--- src/rtl/ls_seq_pkg.sv ---
// Shared types and helpers for the LOAD/STORE copy sequencer.
// Holds the FSM state type, default widths and the round-robin pick.
package ls_seq_pkg;

  typedef enum logic [1:0] {
    IDLE,
    LOAD,
    STORE,
    WAIT
  } ls_state_t;

  localparam int DEF_NUM_REQ = 4;
  localparam int DEF_AW      = 8;
  localparam int DEF_DW      = 32;
  localparam int DEF_LW      = 4;
  localparam int DEF_TIMEOUT = 16;
  localparam int MAX_REQ     = 8;
  localparam int IW          = 3;

  // First valid requester at or after ptr, wrapping at n.
  function automatic logic [IW-1:0] rr_pick(
    input logic [MAX_REQ-1:0] valid,
    input logic [IW-1:0]      ptr,
    input int unsigned        n
  );
    logic [IW-1:0] win;
    logic          hit;
    int unsigned   j;
    win = ptr;
    hit = 1'b0;
    for (int unsigned i = 0; i < MAX_REQ; i++) begin
      j = (32'(ptr) + i) % n;
      if (i < n && !hit && valid[j[IW-1:0]]) begin
        win = j[IW-1:0];
        hit = 1'b1;
      end
    end
    return win;
  endfunction

endpackage

--- src/rtl/ls_xfer_sequencer_if.sv ---
// Requester and memory-side signal bundle of the copy sequencer.
// master = sequencer side, slave = requesters plus memory.
interface ls_xfer_sequencer_if #(
  parameter int NUM_REQ = 4,
  parameter int AW      = 8,
  parameter int DW      = 32,
  parameter int LW      = 4
);
  logic [NUM_REQ-1:0]    req_valid;
  logic [NUM_REQ*AW-1:0] req_src;
  logic [NUM_REQ*AW-1:0] req_dst;
  logic [NUM_REQ*LW-1:0] req_len;
  logic [NUM_REQ-1:0]    grant;
  logic [NUM_REQ-1:0]    done;
  logic                  busy;
  logic                  mem_rd_en;
  logic [AW-1:0]         mem_rd_addr;
  logic [DW-1:0]         mem_rd_data;
  logic                  mem_rd_valid;
  logic                  mem_wr_en;
  logic [AW-1:0]         mem_wr_addr;
  logic [DW-1:0]         mem_wr_data;
  logic                  mem_wr_ack;
  logic                  timeout_err;

  modport master (
    input  req_valid, req_src, req_dst, req_len,
    input  mem_rd_data, mem_rd_valid, mem_wr_ack,
    output grant, done, busy,
    output mem_rd_en, mem_rd_addr,
    output mem_wr_en, mem_wr_addr, mem_wr_data,
    output timeout_err
  );

  modport slave (
    output req_valid, req_src, req_dst, req_len,
    output mem_rd_data, mem_rd_valid, mem_wr_ack,
    input  grant, done, busy,
    input  mem_rd_en, mem_rd_addr,
    input  mem_wr_en, mem_wr_addr, mem_wr_data,
    input  timeout_err
  );
endinterface

--- src/rtl/ls_rr_arbiter.sv ---
// Round-robin arbiter: request vector plus start pointer to
// one-hot grant and winner index.
import ls_seq_pkg::*;

module ls_rr_arbiter #(
  parameter int N = DEF_NUM_REQ
) (
  input  logic [N-1:0]  req_i,
  input  logic [IW-1:0] ptr_i,
  output logic [N-1:0]  gnt_o,
  output logic [IW-1:0] idx_o,
  output logic          any_o
);

  assign any_o = |req_i;
  assign idx_o = rr_pick(MAX_REQ'(req_i), ptr_i, N);
  assign gnt_o = any_o ? (N'(1) << idx_o) : '0;

endmodule

--- src/rtl/ls_xfer_sequencer.sv ---
// Round-robin memory-copy sequencer: LOAD -> STORE -> WAIT per word.
// Optional stall abort in LOAD/WAIT enabled by LS_SEQ_TIMEOUT_EN.
import ls_seq_pkg::*;

module ls_xfer_sequencer #(
  parameter int NUM_REQ        = DEF_NUM_REQ,
  parameter int AW             = DEF_AW,
  parameter int DW             = DEF_DW,
  parameter int LW             = DEF_LW,
  parameter int TIMEOUT_CYCLES = DEF_TIMEOUT
) (
  input logic                 clock,
  input logic                 resetn,
  ls_xfer_sequencer_if.master bus
);

  ls_state_t          state_q;
  logic [IW-1:0]      ptr_q;
  logic [IW-1:0]      own_q;
  logic [AW-1:0]      src_q;
  logic [AW-1:0]      dst_q;
  logic [LW-1:0]      rem_q;
  logic [DW-1:0]      data_q;
  logic [NUM_REQ-1:0] grant_q;
  logic [NUM_REQ-1:0] done_q;
  logic               rd_en_q;
  logic               wr_en_q;
  logic               zdone_q;

  logic [NUM_REQ-1:0] arb_gnt;
  logic [IW-1:0]      arb_idx;
  logic               arb_any;
  logic [NUM_REQ-1:0] own_oh;
  logic [LW-1:0]      win_len;
  logic [IW-1:0]      ptr_d;

  ls_rr_arbiter #(.N(NUM_REQ)) u_arb (
    .req_i (bus.req_valid),
    .ptr_i (ptr_q),
    .gnt_o (arb_gnt),
    .idx_o (arb_idx),
    .any_o (arb_any)
  );

  assign own_oh  = NUM_REQ'(1) << own_q;
  assign win_len = bus.req_len[arb_idx*LW +: LW];
  assign ptr_d   = (arb_idx == IW'(NUM_REQ - 1)) ? '0 : arb_idx + 1'b1;

`ifdef LS_SEQ_TIMEOUT_EN
  localparam int TW = $clog2(TIMEOUT_CYCLES + 1);
  logic [TW-1:0] stall_q;
  logic          tmo_q;
  logic          stalled;

  assign stalled = (state_q == LOAD && !bus.mem_rd_valid) ||
                   (state_q == WAIT && !bus.mem_wr_ack);
  assign bus.timeout_err = tmo_q;
`else
  assign bus.timeout_err = 1'b0 & (TIMEOUT_CYCLES > 0);
`endif

  always_ff @(posedge clock or negedge resetn) begin
    if (!resetn) begin
      state_q <= IDLE;
      ptr_q   <= '0;
      own_q   <= '0;
      src_q   <= '0;
      dst_q   <= '0;
      rem_q   <= '0;
      data_q  <= '0;
      grant_q <= '0;
      done_q  <= '0;
      rd_en_q <= 1'b0;
      wr_en_q <= 1'b0;
      zdone_q <= 1'b0;
`ifdef LS_SEQ_TIMEOUT_EN
      stall_q <= '0;
      tmo_q   <= 1'b0;
`endif
    end else begin
      grant_q <= '0;
      done_q  <= '0;
      wr_en_q <= 1'b0;
      zdone_q <= 1'b0;
      unique case (state_q)
        IDLE: begin
          // Zero-length job: done owed this cycle, no arbitration.
          if (zdone_q) begin
            done_q <= own_oh;
          end else if (arb_any) begin
            grant_q <= arb_gnt;
            own_q   <= arb_idx;
            ptr_q   <= ptr_d;
            src_q   <= bus.req_src[arb_idx*AW +: AW];
            dst_q   <= bus.req_dst[arb_idx*AW +: AW];
            rem_q   <= win_len;
            if (win_len == '0) begin
              zdone_q <= 1'b1;
            end else begin
              rd_en_q <= 1'b1;
              state_q <= LOAD;
            end
          end
        end
        LOAD: begin
          if (bus.mem_rd_valid) begin
            data_q  <= bus.mem_rd_data;
            rd_en_q <= 1'b0;
            wr_en_q <= 1'b1;
            state_q <= STORE;
          end
        end
        STORE: begin
          state_q <= WAIT;
        end
        WAIT: begin
          if (bus.mem_wr_ack) begin
            rem_q <= rem_q - 1'b1;
            if (rem_q == LW'(1)) begin
              done_q  <= own_oh;
              state_q <= IDLE;
            end else begin
              src_q   <= src_q + 1'b1;
              dst_q   <= dst_q + 1'b1;
              rd_en_q <= 1'b1;
              state_q <= LOAD;
            end
          end
        end
      endcase
`ifdef LS_SEQ_TIMEOUT_EN
      tmo_q <= 1'b0;
      if (stalled) begin
        if (stall_q == TW'(TIMEOUT_CYCLES - 1)) begin
          stall_q <= '0;
          tmo_q   <= 1'b1;
          done_q  <= own_oh;
          rd_en_q <= 1'b0;
          state_q <= IDLE;
        end else begin
          stall_q <= stall_q + 1'b1;
        end
      end else begin
        stall_q <= '0;
      end
`endif
    end
  end

  assign bus.grant       = grant_q;
  assign bus.done        = done_q;
  assign bus.busy        = (state_q != IDLE);
  assign bus.mem_rd_en   = rd_en_q;
  assign bus.mem_rd_addr = src_q;
  assign bus.mem_wr_en   = wr_en_q;
  assign bus.mem_wr_addr = dst_q;
  assign bus.mem_wr_data = data_q;

endmodule
--- src/flat_wrapper.sv ---
// flat-port wrapper written by rule: the top's interface ports become plain ports
module ls_xfer_sequencer_flat 
#(
  parameter int NUM_REQ        = DEF_NUM_REQ,
  parameter int AW             = DEF_AW,
  parameter int DW             = DEF_DW,
  parameter int LW             = DEF_LW,
  parameter int TIMEOUT_CYCLES = DEF_TIMEOUT
)
  (clock, resetn, bus_req_valid, bus_req_src, bus_req_dst, bus_req_len, bus_mem_rd_data, bus_mem_rd_valid, bus_mem_wr_ack, bus_grant, bus_done, bus_busy, bus_mem_rd_en, bus_mem_rd_addr, bus_mem_wr_en, bus_mem_wr_addr, bus_mem_wr_data, bus_timeout_err);
  ls_xfer_sequencer_if #(.NUM_REQ(NUM_REQ), .AW(AW), .DW(DW), .LW(LW)) bus_i ();
  input logic clock;
  input logic resetn;
  input wire logic [$bits(bus_i.req_valid)-1:0] bus_req_valid;
  input wire logic [$bits(bus_i.req_src)-1:0] bus_req_src;
  input wire logic [$bits(bus_i.req_dst)-1:0] bus_req_dst;
  input wire logic [$bits(bus_i.req_len)-1:0] bus_req_len;
  input wire logic [$bits(bus_i.mem_rd_data)-1:0] bus_mem_rd_data;
  input wire logic [$bits(bus_i.mem_rd_valid)-1:0] bus_mem_rd_valid;
  input wire logic [$bits(bus_i.mem_wr_ack)-1:0] bus_mem_wr_ack;
  output wire logic [$bits(bus_i.grant)-1:0] bus_grant;
  output wire logic [$bits(bus_i.done)-1:0] bus_done;
  output wire logic [$bits(bus_i.busy)-1:0] bus_busy;
  output wire logic [$bits(bus_i.mem_rd_en)-1:0] bus_mem_rd_en;
  output wire logic [$bits(bus_i.mem_rd_addr)-1:0] bus_mem_rd_addr;
  output wire logic [$bits(bus_i.mem_wr_en)-1:0] bus_mem_wr_en;
  output wire logic [$bits(bus_i.mem_wr_addr)-1:0] bus_mem_wr_addr;
  output wire logic [$bits(bus_i.mem_wr_data)-1:0] bus_mem_wr_data;
  output wire logic [$bits(bus_i.timeout_err)-1:0] bus_timeout_err;
  assign bus_i.req_valid = bus_req_valid;
  assign bus_i.req_src = bus_req_src;
  assign bus_i.req_dst = bus_req_dst;
  assign bus_i.req_len = bus_req_len;
  assign bus_i.mem_rd_data = bus_mem_rd_data;
  assign bus_i.mem_rd_valid = bus_mem_rd_valid;
  assign bus_i.mem_wr_ack = bus_mem_wr_ack;
  assign bus_grant = bus_i.grant;
  assign bus_done = bus_i.done;
  assign bus_busy = bus_i.busy;
  assign bus_mem_rd_en = bus_i.mem_rd_en;
  assign bus_mem_rd_addr = bus_i.mem_rd_addr;
  assign bus_mem_wr_en = bus_i.mem_wr_en;
  assign bus_mem_wr_addr = bus_i.mem_wr_addr;
  assign bus_mem_wr_data = bus_i.mem_wr_data;
  assign bus_timeout_err = bus_i.timeout_err;
  ls_xfer_sequencer #(.NUM_REQ(NUM_REQ), .AW(AW), .DW(DW), .LW(LW), .TIMEOUT_CYCLES(TIMEOUT_CYCLES)) u_core (.clock(clock), .resetn(resetn), .bus(bus_i));
endmodule
--- config.mk ---
export PLATFORM = sky130hd
export DESIGN_NAME = ls_xfer_sequencer_flat
export DESIGN_NICKNAME = d
export VERILOG_FILES = /design/src/rtl/ls_seq_pkg.sv /design/src/rtl/ls_xfer_sequencer_if.sv /design/src/rtl/ls_rr_arbiter.sv /design/src/rtl/ls_xfer_sequencer.sv /design/src/flat_wrapper.sv
export SDC_FILE = /design/constraint.sdc
export NUM_CORES = 1
export LEC_CHECK = 0
export BUFFER_PORTS_ARGS = -buffer_cell sky130_fd_sc_hd__buf_2
export CORE_AREA = 2 2 100 102
export DETAILED_ROUTE_END_ITERATION = 6
export DIE_AREA = 0 0 102 104
export PLACE_DENSITY = 0.76
export SYNTH_ARGS = -nofsm -noshare
export SYNTH_HDL_FRONTEND = slang
export SYNTH_SLANG_ARGS = --single-unit
--- constraint.sdc ---
create_clock -name clock -period 2.07 [get_ports clock]
set_input_delay 0.207 -clock clock [delete_from_list [all_inputs] [get_ports clock]]
set_output_delay 0.207 -clock clock [all_outputs]
set_load 0.02 [all_outputs]
Word level (Yosys, flattened, before mapping)
Cells that the tools add are included.

word-level totals
  bits in registers = 71
  bits of input ports = 120
  output and inout bits = 60
  logic and storage cells = 115

operators by class
  add/subtract/negate cells = 7
  $lt $le $gt $ge = 4
  equality and inequality tests = 11
  shift-type cells = 5
  muxes and demuxes = 57
  bitwise gates (word level) = 1
  reductions and logical operators = 18

operators by type and width
  cell                 number
  $mux 8               8
  $shiftx 32x7->8      2
  $mux 4               9
  $pmux 8 s2           2
  $mux 1               20
  $add 8x1->8 const B  2
  $lt 2x4->1 const B   4
  $pmux 4 s2           2
  $shiftx 16x6->4      1
  $mux 3               5
  $mux 2               5
  $ne 2x2->1 const B   5
  $reduce_and 5->1     2
  $bmux 1 s2           4
  $pmux 2 s4           1
  $shl 1x3->4 const A  2
  $reduce_and 7->1     1
  $add 2x2->2 const B  2
  $eq 2x2->1 const B   2
  $eq 4x1->1 const B   1
  $logic_not 4->1      1
  $reduce_and 4->1     1
  $reduce_bool 2->1    2
  $reduce_or 4->1      1
  14 further kinds     18

Logic depth before layout (Yosys ltp)
  depth in word-level cells = 18
  gate-level depth with buffers = 11
  depth with buffers taken out = 9

Cells and area by module
From an unflattened synthesis, not the netlist that was laid out.

second synthesis, totals
  cell total of the unflattened synthesis = 339
  area, all modules = 4,050.1 sq um

modules (own cells, without submodules)
  module             instances  cells each  area each (sq um)  sequential area each (sq um)
  ls_xfer_sequencer  1          308         3,803.6            1,776.7
  ls_rr_arbiter      1          31          246.5              0.0

Least setup slack after synthesis
Ideal clock, no wire load.

  kind = reg-to-reg
  start = register u_core.ptr_q[1]
  end = register u_core.state_q[1]
  setup time = 0.125 ns
  arrival = 2.079 ns
  data required time = 1.945 ns
  setup slack = -0.134 ns
  stages on the path, launching flop included = 10
  path buffers = 2
  clock period less this slack = 2.204 ns
  path through = dfrtp_1 buf_2 nor3b_1 a2111oi_2 a21oi_2 buf_2 a32o_1 a41oi_4 o21ai_2 mux2_4

between the ends
  word-level cells in the longest chain between the ends = 16
  elaborated cells on any way between the ends = 28
  classes of those cells = 3 x add/sub; 1 x eq/ne; 1 x shift; 15 x mux; 8 x reduce/logical

RTL lines
  element                                                               RTL line                  text
  from (decl)                                                           ls_xfer_sequencer.sv:18   logic [IW-1:0] ptr_q;
  from (signal assigned)                                                ls_xfer_sequencer.sv:93   ptr_q <= ptr_d;
  parallel branches: the longest is 11 deep, another holds $add 2x1->2  --
  $mux 3 *                                                              ls_seq_pkg.sv:33          if (i < n && !hit && valid[j[IW-1:0]]) begin
  $shiftx 16x6->4 *                                                     ls_xfer_sequencer.sv:46   assign win_len = bus.req_len[arb_idx*LW +: LW];
  $logic_not 4->1 *                                                     ls_xfer_sequencer.sv:97   if (win_len == '0) begin
  $ne 2x2->1 (no source line) *                                         --
  $reduce_and 5->1 (no source line) *                                   --
  to (signal assigned)                                                  ls_xfer_sequencer.sv:101  state_q <= LOAD;
  to (signal assigned)                                                  ls_xfer_sequencer.sv:110  state_q <= STORE;
  to (signal assigned)                                                  ls_xfer_sequencer.sv:114  state_q <= WAIT;
  to (decl)                                                             ls_xfer_sequencer.sv:17   ls_state_t state_q;

Every way passes the cells marked *. The select of a mux whose other input is x is not followed.
A chain may end at the register's enable or synchronous reset.

Worst setup path after layout
  start = register u_core.ptr_q[0]
  end = register u_core.state_q[1]

Same word-level chain as after synthesis.

==> impl_metrics.tcl <==
set metrics [dict create \
    post_drt_wl_per_cell_um 14.7 \
    yosys.area_share.xor_xnor 0 \
    path_cells "nor3b_4 > nor3_2 > nor3_4 > buf_6 > nand2_2 > a32o_2 > a41oi_4 > o21ai_2 > mux2_4" \
    vias 4069 \
    power_frac_clock 0.112 \
    yosys_warnings 0 \
    vias_per_cell 5.09 \
    crit_family "compound AO/OA/AOI/OAI gates" \
    cellPowerDensity_nw_per_um2 1610 \
    clkSlewWorstSetupHoldPaths_ns 0.08 \
    r2r_slack_ns -0.22 \
    cts_tree "done" \
    drt_pass1_iterations 4 \
    io_pins 180 \
    synth-seq-cells 71 \
    rsz0062_at_grt "true" \
    avgSynthCellArea_um2 9.12 \
    cp-end-kind "flip-flop" \
    yosysUniqueCellTypes 52 \
    initial_utilization 0.422 \
    synth-adder-area-share 0.0373 \
    postLayoutCoreUtil 0.616 \
    wl_um 11700 \
    final_cell_area_um2 5890 \
    max-cap-violations 0 \
    crit_buf_inv 1 \
    required_ns 2.30 \
    min_path_type "in2reg" \
    cp_max_fo 5 \
    drive_above_1_share 0.487 \
    grt_overflow_total 0 \
    cts_buffers 9 \
    status "finished with violations" \
    finClkSkew_ns 0.00998 \
    period_minus_slack_ns 2.29 \
    ant_nets 0 \
    io_buffers 178 \
    drc_errors 0 \
    worstSkewPairLatency_ns 0.34 \
    syn_inst 442 \
    finalCritPeriodShare 1.11 \
    startpoint_type "flip-flop" \
    die_w_um 102 \
    seq_power_share 0.264 \
    finalHoldViolations 0 \
    ir_drop_mv 0.833 \
    comb_power_share 0.624 \
    power_mw 9.50 \
    grt_usage 0.212 \
    cpMaxStageDelayCell "dfrtp_2" \
    synth-edff-count 0 \
    cts_max_path_buffers 2 \
    numClockSinks 71 \
    dieArea_um2 10600 \
    rows 36 \
    die_h_um 104 \
    grt_max_degree 45 \
    fmax_mhz 437 \
    p_int_mw 5.19 \
    dp_hpwl_um 8560 \
    failed_checks "negative setup slack" \
    cts_max_level 3 \
    critPathKind "reg2reg" \
    p_leak_nw 2.93 \
    final-setup-viol-count 11 \
    muxShareOfSynthArea 0.109 \
    yosys_most_used_dff "dfrtp_1" \
    worst_slack_ns -0.220 \
    antenna_found_initial 1 \
    slowest_delay_ns 0.44 \
    dpl-instance-area_um2 5330 \
    relSlewSlack 0.590 \
    swShare 0.453 \
    critical_path_arrival_ns 2.52 \
    synth_compound_area_frac 0.143 \
    grt_pass1_vias 3845 \
    ys_seq_area_frac 0.441 \
    yosys.area_share.simple 0.222 \
    syn-cell-area_um2 4030 \
    grt_pass1_wl_um 17900 \
    drtIter0Drc 206 \
    num-nets-final 792 \
    async_flop_share 1.00 \
    setup_tns_ns -0.756 \
    synth_top_family_by_area "simple AND/OR/NAND/NOR gates" \
    syn2layout_area_growth_pct 46.0 \
    synth_nets 574 \
    report.final.slew_viol_count 0 \
    worstMarginPinSlew_ns 0.614 \
    p_sw_mw 4.30 \
    gp_congestion 0.803 \
    coreArea_um2 9550 \
    clock-root-buffer "clkbuf_8" \
]
-- routing by layer --
layer / GRT usage / up-vias / part of all wire
li1: - / 1996 / -
met1: 0.274 / 1880 / 0.43
met2: 0.344 / 171 / 0.48
met3: 0.0370 / 22 / 0.068
met4: 0.0933 / 0 / 0.022
met5: 0 / - / 0
-- cells in the final DEF (no fill, tap or decap), types with 5 or more instances in the layout --
master and n:
a21oi_1 19, and3_1 7, clkbuf_8 10, buf_2 178, o22ai_1 9, nor3_1 12, nor2_1 19, buf_6 5
dfrtp_1 68, nand3_1 35, mux2_2 33, buf_4 37, nand2_1 92, a31oi_1 11, ha_1 11, buf_12 8
nand2b_1 5, inv_1 14
-- state kept, by name, indices dropped and copies added (netlist names) --
signal / count
u_core.bus.mem_wr_data: 32
u_core.bus.mem_rd_addr: 8
u_core.bus.mem_wr_addr: 8
u_core.bus.done: 4
u_core.bus.grant: 4
u_core.rem_q: 4
u_core.own_q: 3
u_core.ptr_q: 3
u_core.state_q: 2
u_core.bus.mem_rd_en: 1
u_core.bus.mem_wr_en: 1
u_core.zdone_q: 1
-- synth_stat cells, drive strengths merged, types with 2 or more instances --
cell     count  area, µm²
inv         19       71.3
nand2b       5       31.3
and3         7       43.8
o2bb2ai      2       17.5
o211ai       3       22.5
ha          12        150
a221oi       2       17.5
a32o         4       40.0
nor3        16       96.4
nand2       94        353
o221ai       2       17.5
a21boi       2       15.0
nand3       37        185
nand4        2       12.5
a2111oi      2       23.8
o22ai       10       62.6
mux2        34        387
nor2b        2       20.0
dfrtp       71       1780
nor2        22       85.1
o21ai       11       62.6
mux2i        3       30.0
a21oi       23        123
buf         10       63.8
or2          2       12.5
a32oi        2       17.5
nor3b        3       27.5
o21a         3       22.5
clkbuf      14       52.6
and2         2       12.5
a31oi       13       81.3
-- logic make-up after synthesis --
family | count (synthesis)
DFF | 71
adders and majority gates | 12
and+or+nand+nor | 194
AOI/OAI and AO/OA | 83
other | 1
buffers and inverters | 43
muxes | 38
-- area by class of cell --
class / count / area, µm²
fillers: 831 / 3660
multi-input cells: 329 / 2240
flip-flops and latches: 71 / 1780
repair buffers: 230 / 1420
well taps: 133 / 166
clock buffers: 12 / 145
inverters: 19 / 86.3
clock inverters: 4 / 45.0
diodes: 1 / 2.50
-- path summary, 6_finish.rpt --
kind / start / end / depth (start not counted)
max: u_core.ptr_q[0] / u_core.state_q[1] / 9
min: bus_mem_rd_data[30] / u_core.bus.mem_wr_data[30] / 2
max reg2reg: u_core.ptr_q[0] / u_core.state_q[1] / 9
min reg2reg: u_core.own_q[0] / u_core.bus.done[2] / 1
max in group asynchronous: resetn / u_core.bus.mem_wr_en / 3
min in group asynchronous: resetn / u_core.ptr_q[1] / 2
-- repair_timing --
item | 4_1_cts | 5_1_grt
endpoints found under the setup margin | 25 | 27
setup buffers | 3 | 9
gates resized for setup | 15 | 42
pin swaps | 4 | 13
hold buffers | 1 | 0
cloned | 1 | 3
hold endpoints to repair | 27 | 0
-- metrics by stage --
stage | instances | setup WS [ns] | hold WS, ns
global placement | 767 | -0.187 | 0.160
detailed placement | 767 | -0.293 | 0.161
global route | 798 | -0.324 | 0.0850
floorplan | 442 | -0.0848 | -0.0886
finish | 799 | -0.220 | 0.0975
CTS | 788 | -0.192 | 0.0788
-- power groups by stage --
| stage | Sequential (mW) | Clock [mW] | Combinational (mW) |
|---|---|---|---|
| after floorplan | 3.07 | 0 | 2.92 |
| after CTS | 2.49 | 1.10 | 5.46 |
| after global placement | 2.47 | 0 | 5.16 |
| after global routing | 2.60 | 1.18 | 6.47 |
| after detailed placement | 2.52 | 0 | 5.31 |
| final | 2.50 | 1.07 | 5.93 |
No activity file was read; power rests on OpenSTA's default activity.
